## src/rtl/pe_ctrl_pkg.sv

```systemverilog
// ----------------------------------------------------------------------------
// pe_ctrl_pkg
// Shared definitions for the start-token consumer: the issue FSM state
// encoding, the width of the outstanding-invocation counter, and a helper
// that forms the "demand" (outstanding plus a pending start) used for the
// room check.
// ----------------------------------------------------------------------------
package pe_ctrl_pkg;

    // Width of the outstanding-invocation counter (holds 0..15).
    localparam int OUT_W = 4;

    // Issue FSM: IDLE drives pe_ap_start low, ISSUE drives it high.
    typedef enum logic [0:0] {
        ST_IDLE  = 1'b0,
        ST_ISSUE = 1'b1
    } pe_state_e;

    // Outstanding count plus one if a start is currently pending, one bit
    // wider so the sum can never wrap.
    function automatic logic [OUT_W:0] demand(
        input logic [OUT_W-1:0] cnt,
        input logic             pending
    );
        return {1'b0, cnt} + {{OUT_W{1'b0}}, pending};
    endfunction

endpackage : pe_ctrl_pkg

```

## src/rtl/pe_outstanding_ctr.sv

```systemverilog
// ----------------------------------------------------------------------------
// pe_outstanding_ctr
// Up/down counter of PE invocations that were accepted but have not yet
// completed. Never wraps in either direction.
//
// Ports:
//   clk, rst_n   : clock, asynchronous active-low reset
//   inc          : one invocation accepted this cycle
//   dec          : one done pulse seen this cycle
//   reserve      : a start is currently pending (counts against the limit)
//   count        : registered outstanding count
//   dec_illegal  : dec while count is zero (combinational)
//   room         : count + reserve < MAX_OUTSTANDING (combinational)
// ----------------------------------------------------------------------------
module pe_outstanding_ctr
    import pe_ctrl_pkg::*;
#(
    parameter int MAX_OUTSTANDING = 2
) (
    input  logic             clk,
    input  logic             rst_n,
    input  logic             inc,
    input  logic             dec,
    input  logic             reserve,
    output logic [OUT_W-1:0] count,
    output logic             dec_illegal,
    output logic             room
);

    localparam logic [OUT_W:0]   MAX_L    = (OUT_W + 1)'(MAX_OUTSTANDING);
    localparam logic [OUT_W-1:0] CNT_ZERO = {OUT_W{1'b0}};
    localparam logic [OUT_W-1:0] CNT_TOP  = {OUT_W{1'b1}};
    localparam logic [OUT_W-1:0] CNT_ONE  = {{(OUT_W-1){1'b0}}, 1'b1};

    logic [OUT_W-1:0] count_q;
    logic [OUT_W-1:0] count_d;
    logic             dec_ok_s;
    logic             inc_ok_s;

    // Next-count computation; a decrement at zero is dropped and flagged.
    always_comb begin
        count_d     = count_q;
        dec_ok_s    = dec && (count_q != CNT_ZERO);
        dec_illegal = dec && (count_q == CNT_ZERO);
        // A simultaneous inc and legal dec nets to zero even at the top.
        inc_ok_s    = inc && ((count_q != CNT_TOP) || dec_ok_s);
        room        = (demand(count_q, reserve) < MAX_L);
        case ({inc_ok_s, dec_ok_s})
            2'b10:   count_d = count_q + CNT_ONE;
            2'b01:   count_d = count_q - CNT_ONE;
            2'b11:   count_d = count_q;
            2'b00:   count_d = count_q;
            default: count_d = count_q;
        endcase
    end

    // Outstanding count register.
    always_ff @(posedge clk or negedge rst_n) begin
        if (!rst_n) begin
            count_q <= CNT_ZERO;
        end else begin
            count_q <= count_d;
        end
    end

    assign count = count_q;

endmodule : pe_outstanding_ctr

```

## src/rtl/pe_start_token_consumer.sv

```systemverilog
// ----------------------------------------------------------------------------
// pe_start_token_consumer
// Pops start tokens from a FIFO read port and drives the ap_ctrl_hs start
// handshake of one downstream PE, never letting more than MAX_OUTSTANDING
// invocations be in flight. Counts completions and flags done pulses that
// arrive with nothing outstanding.
//
// Ports:
//   ap_clk, ap_rst_n : clock, asynchronous active-low reset
//   if_empty_n       : FIFO has a token
//   if_read          : FIFO pop strobe (combinational)
//   if_dout          : FIFO head token
//   pe_ap_start      : PE start request (registered)
//   pe_ap_ready      : PE accepted the start
//   pe_ap_done       : PE finished one invocation (one-cycle pulse)
//   pe_token         : token of the current / last start (registered)
//   outstanding      : accepted-but-not-done invocations
//   busy             : start pending or anything outstanding
//   done_count       : completed invocations, wraps
//   err              : sticky illegal-done flag
// ----------------------------------------------------------------------------
module pe_start_token_consumer
    import pe_ctrl_pkg::*;
#(
    parameter int DATA_WIDTH      = 1,
    parameter int MAX_OUTSTANDING = 2,
    parameter int CNT_WIDTH       = 32
) (
    input  logic                  ap_clk,
    input  logic                  ap_rst_n,
    input  logic                  if_empty_n,
    output logic                  if_read,
    input  logic [DATA_WIDTH-1:0] if_dout,
    output logic                  pe_ap_start,
    input  logic                  pe_ap_ready,
    input  logic                  pe_ap_done,
    output logic [DATA_WIDTH-1:0] pe_token,
    output logic [OUT_W-1:0]      outstanding,
    output logic                  busy,
    output logic [CNT_WIDTH-1:0]  done_count,
    output logic                  err
);

    localparam logic [CNT_WIDTH-1:0] DONE_ONE = {{(CNT_WIDTH-1){1'b0}}, 1'b1};

    pe_state_e             state_q;
    pe_state_e             state_d;
    logic [DATA_WIDTH-1:0] token_q;
    logic [DATA_WIDTH-1:0] token_d;
    logic [CNT_WIDTH-1:0]  done_count_q;
    logic [CNT_WIDTH-1:0]  done_count_d;
    logic                  err_q;
    logic                  err_d;

    logic                  issue_s;
    logic                  accept_s;
    logic                  pop_s;
    logic                  room_s;
    logic                  dec_illegal_s;
    logic [OUT_W-1:0]      outstanding_s;

    pe_outstanding_ctr #(
        .MAX_OUTSTANDING (MAX_OUTSTANDING)
    ) u_outstanding_ctr (
        .clk         (ap_clk),
        .rst_n       (ap_rst_n),
        .inc         (accept_s),
        .dec         (pe_ap_done),
        .reserve     (issue_s),
        .count       (outstanding_s),
        .dec_illegal (dec_illegal_s),
        .room        (room_s)
    );

    // Pop decision and FSM / token / completion next-state logic.
    always_comb begin
        issue_s  = (state_q == ST_ISSUE);
        accept_s = issue_s && pe_ap_ready;
        // In ISSUE a new token may only replace the pending one once the PE
        // has taken it; reset forces the strobe low regardless of the FIFO.
        if (issue_s) begin
            pop_s = ap_rst_n && pe_ap_ready && if_empty_n && room_s;
        end else begin
            pop_s = ap_rst_n && if_empty_n && room_s;
        end

        state_d = state_q;
        case (state_q)
            ST_IDLE: begin
                if (pop_s) begin
                    state_d = ST_ISSUE;
                end else begin
                    state_d = ST_IDLE;
                end
            end
            ST_ISSUE: begin
                if (pop_s) begin
                    state_d = ST_ISSUE;
                end else if (pe_ap_ready) begin
                    state_d = ST_IDLE;
                end else begin
                    state_d = ST_ISSUE;
                end
            end
            default: state_d = ST_IDLE;
        endcase

        if (pop_s) begin
            token_d = if_dout;
        end else begin
            token_d = token_q;
        end

        if (pe_ap_done && !dec_illegal_s) begin
            done_count_d = done_count_q + DONE_ONE;
        end else begin
            done_count_d = done_count_q;
        end

        err_d = err_q || dec_illegal_s;
    end

    // FSM state, token, completion counter and sticky error registers.
    always_ff @(posedge ap_clk or negedge ap_rst_n) begin
        if (!ap_rst_n) begin
            state_q      <= ST_IDLE;
            token_q      <= {DATA_WIDTH{1'b0}};
            done_count_q <= {CNT_WIDTH{1'b0}};
            err_q        <= 1'b0;
        end else begin
            state_q      <= state_d;
            token_q      <= token_d;
            done_count_q <= done_count_d;
            err_q        <= err_d;
        end
    end

    assign if_read     = pop_s;
    assign pe_ap_start = (state_q == ST_ISSUE);
    assign pe_token    = token_q;
    assign outstanding = outstanding_s;
    assign busy        = (state_q == ST_ISSUE) || (outstanding_s != {OUT_W{1'b0}});
    assign done_count  = done_count_q;
    assign err         = err_q;

endmodule : pe_start_token_consumer

```

## config.mk

```make
export PLATFORM = sky130hd
export DESIGN_NAME = pe_start_token_consumer
export DESIGN_NICKNAME = d
export VERILOG_FILES = /design/src/rtl/pe_ctrl_pkg.sv /design/src/rtl/pe_outstanding_ctr.sv /design/src/rtl/pe_start_token_consumer.sv
export SDC_FILE = /design/constraint.sdc
export NUM_CORES = 1
export LEC_CHECK = 0
export BUFFER_PORTS_ARGS = -buffer_cell sky130_fd_sc_hd__buf_2
export CORE_ASPECT_RATIO = 1.4
export CORE_MARGIN = 2
export CORE_UTILIZATION = 45
export CTS_BUF_LIST = sky130_fd_sc_hd__clkbuf_4 sky130_fd_sc_hd__clkbuf_8
export DETAILED_ROUTE_END_ITERATION = 16
export PLACE_DENSITY = 0.73
export SYNTH_ARGS = -nofsm -noshare
export SYNTH_HDL_FRONTEND = slang
export SYNTH_SLANG_ARGS = --single-unit
```

## constraint.sdc

```tcl
create_clock -name ap_clk -period 4.7 [get_ports ap_clk]
set_clock_uncertainty 0.15 [all_clocks]
set_input_delay 0.47 -clock ap_clk [delete_from_list [all_inputs] [get_ports ap_clk]]
set_output_delay 0.47 -clock ap_clk [all_outputs]
set_load 0.02 [all_outputs]
```

==> results.md, run 1 <==
* Cts bufs inserted at 5
* Buf+Inv Stages, Crit Path at 1
* Post_cts resized at 0
* Endpoints failing hold at 0
* Max-slew violations at 0
* WP data required at 4760 ps
* Avg Inst Size Synth at 10.9 µm²
* Drt wl/cell at 13.5 µm
* Cell Area, Synth at 1970 µm²
* Htree depth at 2
* Synth top cells by count: dfrtp_1, xnor2_1, nand2_1
* N_diodes at 0
* Clock transition at path regs at 70 ps
* Ys Warns at 0
* Peak VDD IR at 327 µV
* Met3 WL post-DR at 188 µm
* Die area at 4940 µm²
* Routed wl met2 at 1980 µm
* Dpl cells at 286
* Initial antenna violation count at 0
* Outcome: complete, no violations
* Cells taking the most area after synthesis: dfrtp_1, xnor2_1, nand4_1
* Leak at 0.00114 µW
* Max cap viols at 0
* Setup TNS at 0 ps
* Final Cycle Share at 0.548
* Sink Count at 39
* CTS Buffer Depth at 2
* EDFF count, synth at 0
* Die span in y at 82.4 µm
* Critical Path Max Stage Delay at 500 ps
* Final nets at 244
* Fin crit period at 2570 ps
* Cell variety after synth at 34
* Worst Setup Start Kind: register
* Critical Path AT at 2640 ps
* Slew of the pin with the lowest slew margin at 907 ps
* Final ANT Viol Nets at 0
* Cell Chain, Critical Path: o41a_1 -> nand2_1 -> inv_1 -> ha_1 -> a21o_2 -> a21o_1 -> and3_1 -> o22ai_1
* Yosys reg bits at 39
* Initial Util at 0.465
* GRT Overall Usage at 0.179
* Post-CTS setup buffer count at 0
* Leading area contributor after synthesis: dfrtp_1
* Crit end category: register
* DP Worst Slack at 2150 ps
* Top sig layer: met4
* Hold WC Path Type: in -> async
* GP Congestion at 0.832
* Hold Buf Count CTS at 0
* CTS tree: built
* Initial DRC count at 32
* Worst setup path startpoint: u_outstanding_ctr.count[0]
* Routed wire length at 3980 µm
* Critical R2R Launch: u_outstanding_ctr.count[0]
* Mapped Cells at 181
* DP HPWL at 2850 µm
* Post-synthesis sequential area ratio at 0.495
* CP top delay family: compound AO/OA/AOI/OAI gates
* Post-Syn Nets at 192
* GR Overflow Total at 0
* # rows at 28
* Cell with the most instances after synthesis: dfrtp_1
* Share of layout cells above drive strength 1 at 0.274
* First-pass GRT wire length at 6700 µm
* Die Width at 60.0 µm
* Hold_ws at 76.6 ps
* # DRC at 0
* Final setup viols at 0
* Post-route met1 wirelength at 1740 µm
* I/O pins at 47
* PwrDens at 458 nW/µm²
* Crit-path max FO at 8
* Ys async rst share at 1.00
* Fmax at 0.388 GHz
* Slew HR at 0.391
* Port Buf Inserts at 46
* Clock Tree Root: clkbuf_8
* Top FF cell, synth: dfrtp_1
* Post-Layout Cell Count at 294
* Area Overhead vs Synth at 19.6%
* Share of the synthesized area in the top cell type at 0.495
* Number of global-route vias before repair at 1504
* Core ar. at 4240 µm²
* Drt first pass iters at 4
* Slowest cell on the critical path: o41a_1
* RSZ-0062 raised after global routing: false
* Largest net degree at the start of global routing at 41
* Routed vias at 1540
* Critical path class: reg -> reg
* Worst skew pair latency at 290 ps
* Vias per cell at 5.24
* Setup ws final at 2130 ps
-- area by class of cell --
class / instances / area [µm²]
Tap cell: 60 / 75.1
Clock inverter: 1 / 5.00
Fill cell: 386 / 1880
Multi-Input combinational cell: 134 / 960
Inverter: 6 / 22.5
Sequential cell: 39 / 976
Clock buffer: 7 / 83.8
Timing Repair Buffer: 47 / 238
-- logic make-up (layout without fill, tap and decap cells) --
kind of cell    count (synthesis)  count (layout)  synth area share
simple gates                   81              81             0.224
flops                          39              39             0.495
xor+xnor                       34              34             0.151
compound gates                 10              10            0.0520
buf+inv                         8              61            0.0190
fa+ha+maj                       5               5            0.0355
mux                             4               4            0.0235
-- through the flow --
step,total power (µW),utilization,cell area (µm²)
2_1_floorplan,734,-,1970
3_3_place_gp,848,0.536,2270
3_5_place_dp,856,0.536,2270
4_1_cts,1090,0.557,2360
5_1_grt,1150,0.557,2360
6_report,1080,0.557,2360
-- worst reg2reg max path: stages, from the launching register on --
cell and delay (ps):
dfrtp_1 490, o41a_1 510, nand2_1 200, inv_1 110, ha_1 290, a21o_2 210, a21o_1 200, and3_1 180
o22ai_1 160
-- sequential cells by signal, summed over array words and instances, names as in the netlist --
register / cells
pe_ap_start: 1
done_count: 32
err: 1
u_outstanding_ctr.count: 4
pe_token: 1
-- routing by layer --
layer | up-vias | track usage
met5 | - | 0
met4 | 0 | 0.0756
met3 | 7 | 0.0436
met2 | 42 | 0.293
met1 | 756 | 0.222
li1 | 735 | -
-- power breakdown --
part | internal, µW | total [µW] | switching [µW]
Sequential | 389 | 479 | 89.5
Combinational | 152 | 370 | 218
Clock | 116 | 232 | 116
Total | 657 | 1080 | 424
-- final timing paths --
check	end	cells after the start	slack (ps)
min in group ap_clk	pe_token	2	260
max reg2reg	u_outstanding_ctr.count[3]	8	2130
min	done_count[10]	2	80
min reg2reg	err	1	310
max in group asynchronous	done_count[21]	2	3980
max	u_outstanding_ctr.count[3]	8	2130
-- placed cells by master (no fill, tap or decap), drive strengths merged --
cell    netlist  routed
and2          4       4
clkbuf        1       7
fa            1       1
nand4        16      16
and4          1       1
o22ai         1       1
nand2b        1       1
clkinv        0       1
o41ai         1       1
dfrtp        39      39
mux2          2       2
o41a          1       1
nor2         10      10
a21oi         1       1
and3          3       3
inv           6       6
xnor2        29      29
o21ai         2       2
nor3          6       6
nand2        19      19
nand3        15      15
mux2i         2       2
nor4          4       4
nor2b         1       1
a21o          4       4
nand4b        1       1
buf           1      47
xor2          5       5
ha            4       4
Note: power is estimated with default switching activity, not from simulation.
==> run 2, diff against run 1 <==
--- a/config.mk
+++ b/config.mk
@@ -5,13 +5,14 @@
 export SDC_FILE = /design/constraint.sdc
 export NUM_CORES = 1
 export LEC_CHECK = 0
+export ABC_AREA = 1
 export BUFFER_PORTS_ARGS = -buffer_cell sky130_fd_sc_hd__buf_2
 export CORE_ASPECT_RATIO = 1.4
 export CORE_MARGIN = 2
 export CORE_UTILIZATION = 45
 export CTS_BUF_LIST = sky130_fd_sc_hd__clkbuf_4 sky130_fd_sc_hd__clkbuf_8
 export DETAILED_ROUTE_END_ITERATION = 16
-export PLACE_DENSITY = 0.73
+export PLACE_DENSITY = 0.74
 export SYNTH_ARGS = -nofsm -noshare
 export SYNTH_HDL_FRONTEND = slang
 export SYNTH_SLANG_ARGS = --single-unit
==> constraint.sdc (replaced) <==
create_clock -name ap_clk -period 2.2 [get_ports ap_clk]
set_clock_uncertainty 0.15 [all_clocks]
set_input_delay 0.22 -clock ap_clk [delete_from_list [all_inputs] [get_ports ap_clk]]
set_output_delay 0.22 -clock ap_clk [all_outputs]
set_load 0.02 [all_outputs]
==> run 2 against run 1 <==
  * Die area rose by 13%
  * Sequential cell count is the same
  * Largest cell class is now multi-input gates
  * Final cell count rose by 40%
  * Combinational power grew 150%
  * Sequential power grew 110%
==> results.md, run 2 <==
* Area Overhead vs Synth at 22.6%
* Fin crit period at 2100 ps
* Critical R2R Launch: u_outstanding_ctr.count[2]
* Met2 Use GR at 0.378
* Top Usage Layer GRT: met2
* DP HPWL at 3870 µm
* Worst reg2reg path depth at 15
* Post-Layout Cell Count at 411
* Max reg flops at 32
* EDFF count, synth at 0
* CP top delay family: flip-flops
* Outcome: complete, no violations
* Final Cycle Share at 0.952
* Crit-path max FO at 6
* Top FF cell, synth: dfrtp_1
* Hold WC Path Type: in -> reg
* Ys async rst share at 1.00
* Worst setup path startpoint: u_outstanding_ctr.count[1]
* Met1 Use GR at 0.204
* Die Width at 63.6 µm
* N_diodes at 0
* Sink Count at 39
* Worst Hold Path EP: err
* Ys Warns at 0
* Drt wl/cell at 12.4 µm
* Final nets at 358
* Final ANT Viol Nets at 0
* Fillers at 481
* Vias per cell at 4.86
* Htree depth at 2
* Clock transition at path regs at 70 ps
* Critical path class: reg -> out
* Initial antenna violation count at 0
* CTS tree: built
* Routed vias at 1996
* Number of global-route vias before repair at 2024
* Yosys reg bits at 39
* Fmax at 0.477 GHz
* Share of the synthesized area in the top cell type at 0.436
* Slew HR at 0.670
* Drt first pass iters at 4
* # rows at 30
* I/O pins at 47
* Cts bufs inserted at 5
* Leak at 0.00147 µW
* Avg Inst Size Synth at 7.85 µm²
* Slowest cell on the critical path: dfrtp_2
* Die span in y at 87.4 µm
* Setup TNS at 0 ps
* Hold_sp: pe_ap_done
* Port Buf Inserts at 46
* Share of layout cells above drive strength 1 at 0.248
* Die area at 5560 µm²
* Buf+Inv Stages, Crit Path at 2
* Max cap viols at 0
* Core ar. at 4800 µm²
* Cell Chain, Critical Path: buf_4 -> ha_1 -> nor2_2 -> o211ai_1 -> nor2_1 -> buf_4
* Mapped Cells at 285
* FF-to-FF setup slack at 210 ps
* Cell Area, Synth at 2240 µm²
* Initial DRC count at 79
* Finished Core Util at 0.570
* Largest net degree at the start of global routing at 40
* Cells taking the most area after synthesis: dfrtp_1, nand2_1, xor2_1
* Peak VDD IR at 675 µV
* Slew of the pin with the lowest slew margin at 496 ps
* Worst skew pair latency at 290 ps
* Dpl cells at 398
* Hold depth at 2
* Most frequent cells in the layout: nand2_1, buf_2, inv_1
* Met3 usage at 0.0362
* Reg-to-reg endpoint: u_outstanding_ctr.count[3]
* Crit end category: output pin
* Hold_ws at 87.8 ps
* GR Overflow Total at 0
* Post-synthesis sequential area ratio at 0.436
* CTS Buffer Depth at 2
* Critical Path AT at 1730 ps
* GP Congestion at 0.823
* PwrDens at 869 nW/µm²
* Total Power at 2380 µW
* Endpoints failing hold at 0
* Post-Syn Nets at 296
* Routed wire length at 5110 µm
* Cell variety after synth at 26
* # DRC at 0
* Synth top cells by count: nand2_1, dfrtp_1, inv_1
* Cell mode on critical path: buf_4
* Final setup viols at 0
* Initial Util at 0.465
* Worst Setup Start Kind: register
* Cell with the most instances after synthesis: nand2_1
* Commonest non-fill, non-tap cell in the layout: nand2_1
* Clock Tree Root: clkbuf_8
* GRT Overall Usage at 0.197
* Max-slew violations at 0
* WP data required at 1830 ps
* Critical Path Max Stage Delay at 440 ps
* First-pass GRT wire length at 8550 µm
* Leading area contributor after synthesis: dfrtp_1
[run 2: cell count changes after synthesis, moves of 4 or more]
cell	change
xor2_1	+11
nor2_1	+25
nand2_2	+4
nand2_1	+71
nor2_2	+6
inv_1	+30
nand4_1	-12
xnor2_1	-19
nand3_1	+5
[run 2: power breakdown]
part	internal, µW	switching, µW	leakage [µW]
sequential	841	151	0.000516
combinational	359	552	0.000907
clock	243	234	0.0000452
total	1440	937	0.00147
[run 2: final cells by class]
type                    count  area, µm²  area share
multi-input cells         208       1140       0.416
flip-flops and latches     39        981       0.358
repair buffers             56        315       0.115
inverters                  37        141      0.0516
clock buffers               7       83.8      0.0306
well taps                  64       80.1      0.0292
[run 2: worst register-to-register path, cell delays in order (launching register included)]
cell     delay [ps]
dfrtp_2         450
nor2_4          140
nand2_2          70
nand2_2          90
inv_4            50
nand2_4          70
inv_1            90
ha_1            280
nand2_1          60
nor2_1           30
nor2_1          110
inv_1            50
nand2_1          70
nand3_1          60
nand2_1          70
inv_1            30
[run 2: per-stage QoR]
step                cell area, µm²  setup slack [ps]
floorplan                     2240              3.06
global placement              2570               187
detailed placement            2570               124
CTS                           2690              61.7
global route                  2740             -12.6
finish                        2740               105
[run 2: kinds of logic after synthesis]
| logic type | share of synthesized area |
|---|---|
| buffers and inverters | 0.0683 |
| AOI/OAI and AO/OA | 0.0213 |
| xor gates and xnor gates | 0.102 |
| and+or+nand+nor | 0.341 |
| adders and majority gates | 0.0313 |
| DFF | 0.436 |
[run 2: what timing repair did]
item / in CTS / in global routing
hold buffers: 3 / 0
gates resized for setup: 0 / 7
setup endpoints to repair: 0 / 2
buffers inserted: 0 / 3
hold endpoints to repair: 41 / 0
[run 2: worst max-delay path by stage]
stage	cells past startpoint	end	slack, ps
finish	6	if_read	100
global route	15	u_outstanding_ctr.count[3]	-10
CTS	8	if_read	60
detailed placement	15	u_outstanding_ctr.count[3]	120
global placement	15	u_outstanding_ctr.count[3]	190
floorplan	16	u_outstanding_ctr.count[3]	3
[run 2: per-layer routing]
| layer | up-vias | wire length (µm) |
|---|---|---|
| li1 | 1002 | - |
| met5 | - | 0 |
| met3 | 13 | 210 |
| met2 | 63 | 2720 |
| met1 | 918 | 2040 |
| met4 | 0 | 129 |
==> run 3, diff against run 2 <==
--- a/config.mk
+++ b/config.mk
@@ -5,14 +5,15 @@
 export SDC_FILE = /design/constraint.sdc
 export NUM_CORES = 1
 export LEC_CHECK = 0
-export ABC_AREA = 1
+export ABC_AREA = 0
 export BUFFER_PORTS_ARGS = -buffer_cell sky130_fd_sc_hd__buf_2
 export CORE_ASPECT_RATIO = 1.4
 export CORE_MARGIN = 2
 export CORE_UTILIZATION = 45
 export CTS_BUF_LIST = sky130_fd_sc_hd__clkbuf_4 sky130_fd_sc_hd__clkbuf_8
 export DETAILED_ROUTE_END_ITERATION = 16
-export PLACE_DENSITY = 0.74
+export MAX_ROUTING_LAYER = met4
+export PLACE_DENSITY = 0.76
 export SYNTH_ARGS = -nofsm -noshare
 export SYNTH_HDL_FRONTEND = slang
 export SYNTH_SLANG_ARGS = --single-unit
==> run 3 against run 2 <==
  * Clock-buffer cell count shrank 1
  * Utilization grew 2.7 points
  * Non-clock buffer count grew 6
==> results.md, run 3 (synthesis gave the netlist of run 1 again) <==
* Outcome: complete, no violations
* Internal Power at 1640 µW
* Critical path class: reg -> reg
* Peak VDD IR at 630 µV
* GRT Overall Usage at 0.196
* Vias per cell at 5.17
* I/O pins at 47
* Comb pwr share at 0.390
* Most frequent cells in the layout: buf_2, dfrtp_1, xnor2_1
* Endpoints failing hold at 0
* Routed vias at 1596
* N_diodes at 0
* Final nets at 259
* Fillers at 384
* Worst Setup Start Kind: register
* Final Cycle Share at 0.970
* WP data required at 2220 ps
* Die Width at 60.0 µm
* Worst skew pair latency at 290 ps
* Initial antenna violation count at 0
* Slew HR at 0.670
* Number of global-route vias before repair at 1488
* Largest net degree at the start of global routing at 40
* Hold WC Path Type: in -> reg
* Initial DRC count at 81
* Reg power frac at 0.371
* Fmax at 0.468 GHz
* Area Overhead vs Synth at 28.4%
* Critical Path AT at 2160 ps
* # DRC at 0
* Psw at 953 µW
* Drt wl/cell at 13.8 µm
* Drt first pass iters at 4
* GR Overflow Total at 0
* Commonest non-fill, non-tap cell in the layout: buf_2
* Clock share of power at 0.238
* Port Buf Inserts at 46
* Crit end category: register
* Crit-path max FO at 4
* RSZ-0062 raised after global routing: true
* CTS Buffer Depth at 2
* Leak at 0.00122 µW
* Max-slew violations at 0
* Max cap viols at 0
* Clock transition at path regs at 70 ps
* Die area at 4940 µm²
* # rows at 28
* CTS tree: built
* DP HPWL at 3040 µm
* Final setup viols at 0
* Clock Tree Root: clkbuf_8
* First-pass GRT wire length at 7020 µm
* Cts bufs inserted at 5
* GP Congestion at 0.772
* Slew of the pin with the lowest slew margin at 491 ps
* Sink Count at 39
* Fin crit period at 2130 ps
* Initial Util at 0.465
* Die span in y at 82.4 µm
* Core ar. at 4240 µm²
* Max reg flops at 32
* Htree depth at 2
* Final ANT Viol Nets at 0
* Share of layout cells above drive strength 1 at 0.345
* Setup TNS at 0 ps
* Hold_ws at 8.60 ps
* PwrDens at 1020 nW/µm²
* Sw frac at 0.368
* Routed wire length at 4250 µm
-- run 3: changes by cell type in the layout (fill, tap and decap cells not counted), moves of 5 or more --
cell / before / now
nor2_1: 33 / 10
inv_1: 36 / 5
xnor2_1: 10 / 29
nand3_1: 18 / 13
nor2_2: 6 / 0
buf_4: 8 / 15
nand2_1: 90 / 18
xor2_1: 16 / 5
nand4_1: 4 / 16
-- run 3: path summary, 6_finish.rpt --
kind | endpoint | cells past startpoint | slack [ps] | startpoint
worst max register to register | u_outstanding_ctr.count[3] | 8 | 70 | u_outstanding_ctr.count[1]
min in group asynchronous | done_count[29] | 3 | 420 | ap_rst_n
worst max-delay path | u_outstanding_ctr.count[3] | 8 | 70 | u_outstanding_ctr.count[1]
worst min-delay path | pe_token | 2 | 9 | if_dout
worst min register to register | err | 1 | 310 | err
max in group asynchronous | u_outstanding_ctr.count[1] | 3 | 1110 | ap_rst_n
-- run 3: layer usage --
metal	GRT usage	vias to the layer above	share of wire
met1	0.230	779	0.42
met3	0.0405	5	0.041
met5	-	-	0
met2	0.329	44	0.52
met4	0.0689	0	0.014
li1	-	768	-
-- run 3: timing repair --
action,in CTS,in global routing
hold buffers,1,0
setup buffers,0,6
hold endpoints to repair,39,0
endpoints found under the setup margin,0,2
resized for setup,0,3
-- run 3: cell type report --
type | instances | area (µm²) | area share
inverters | 6 | 22.5 | 0.00889
flip-flops and latches | 39 | 981 | 0.387
well taps | 60 | 75.1 | 0.0296
repair buffers | 62 | 359 | 0.142
multi-input cells | 134 | 978 | 0.386
clock buffers | 6 | 82.6 | 0.0326
clock inverters | 2 | 35.0 | 0.0138
-- run 3: power groups by stage --
stage	logic, µW	registers [µW]	clock network (µW)
after floorplan	440	1150	0
after global placement	912	977	0
after detailed placement	941	984	0
after CTS	943	971	637
after global routing	1120	975	668
final	1010	961	617
-- run 3: through the flow --
stage / worst slack (ps) / util / total power (µW) / cell area [µm²] / cells
after floorplan: -31.0 / - / 1590 / 2000 / 181
after global placement: 147 / 0.555 / 1890 / 2350 / 294
after detailed placement: 59.1 / 0.555 / 1920 / 2350 / 294
after CTS: 16.6 / 0.585 / 2550 / 2480 / 303
after global routing: -41.8 / 0.598 / 2760 / 2530 / 309
final: 65.3 / 0.598 / 2590 / 2530 / 309
-- run 3: critical path, stage by stage (launching register included) --
cell and delay [ps]:
dfrtp_2 410, o41a_1 460, nand2_2 100, inv_2 60, ha_4 200, a21o_2 180
a21o_1 190, mux2i_1 170, o22ai_1 100
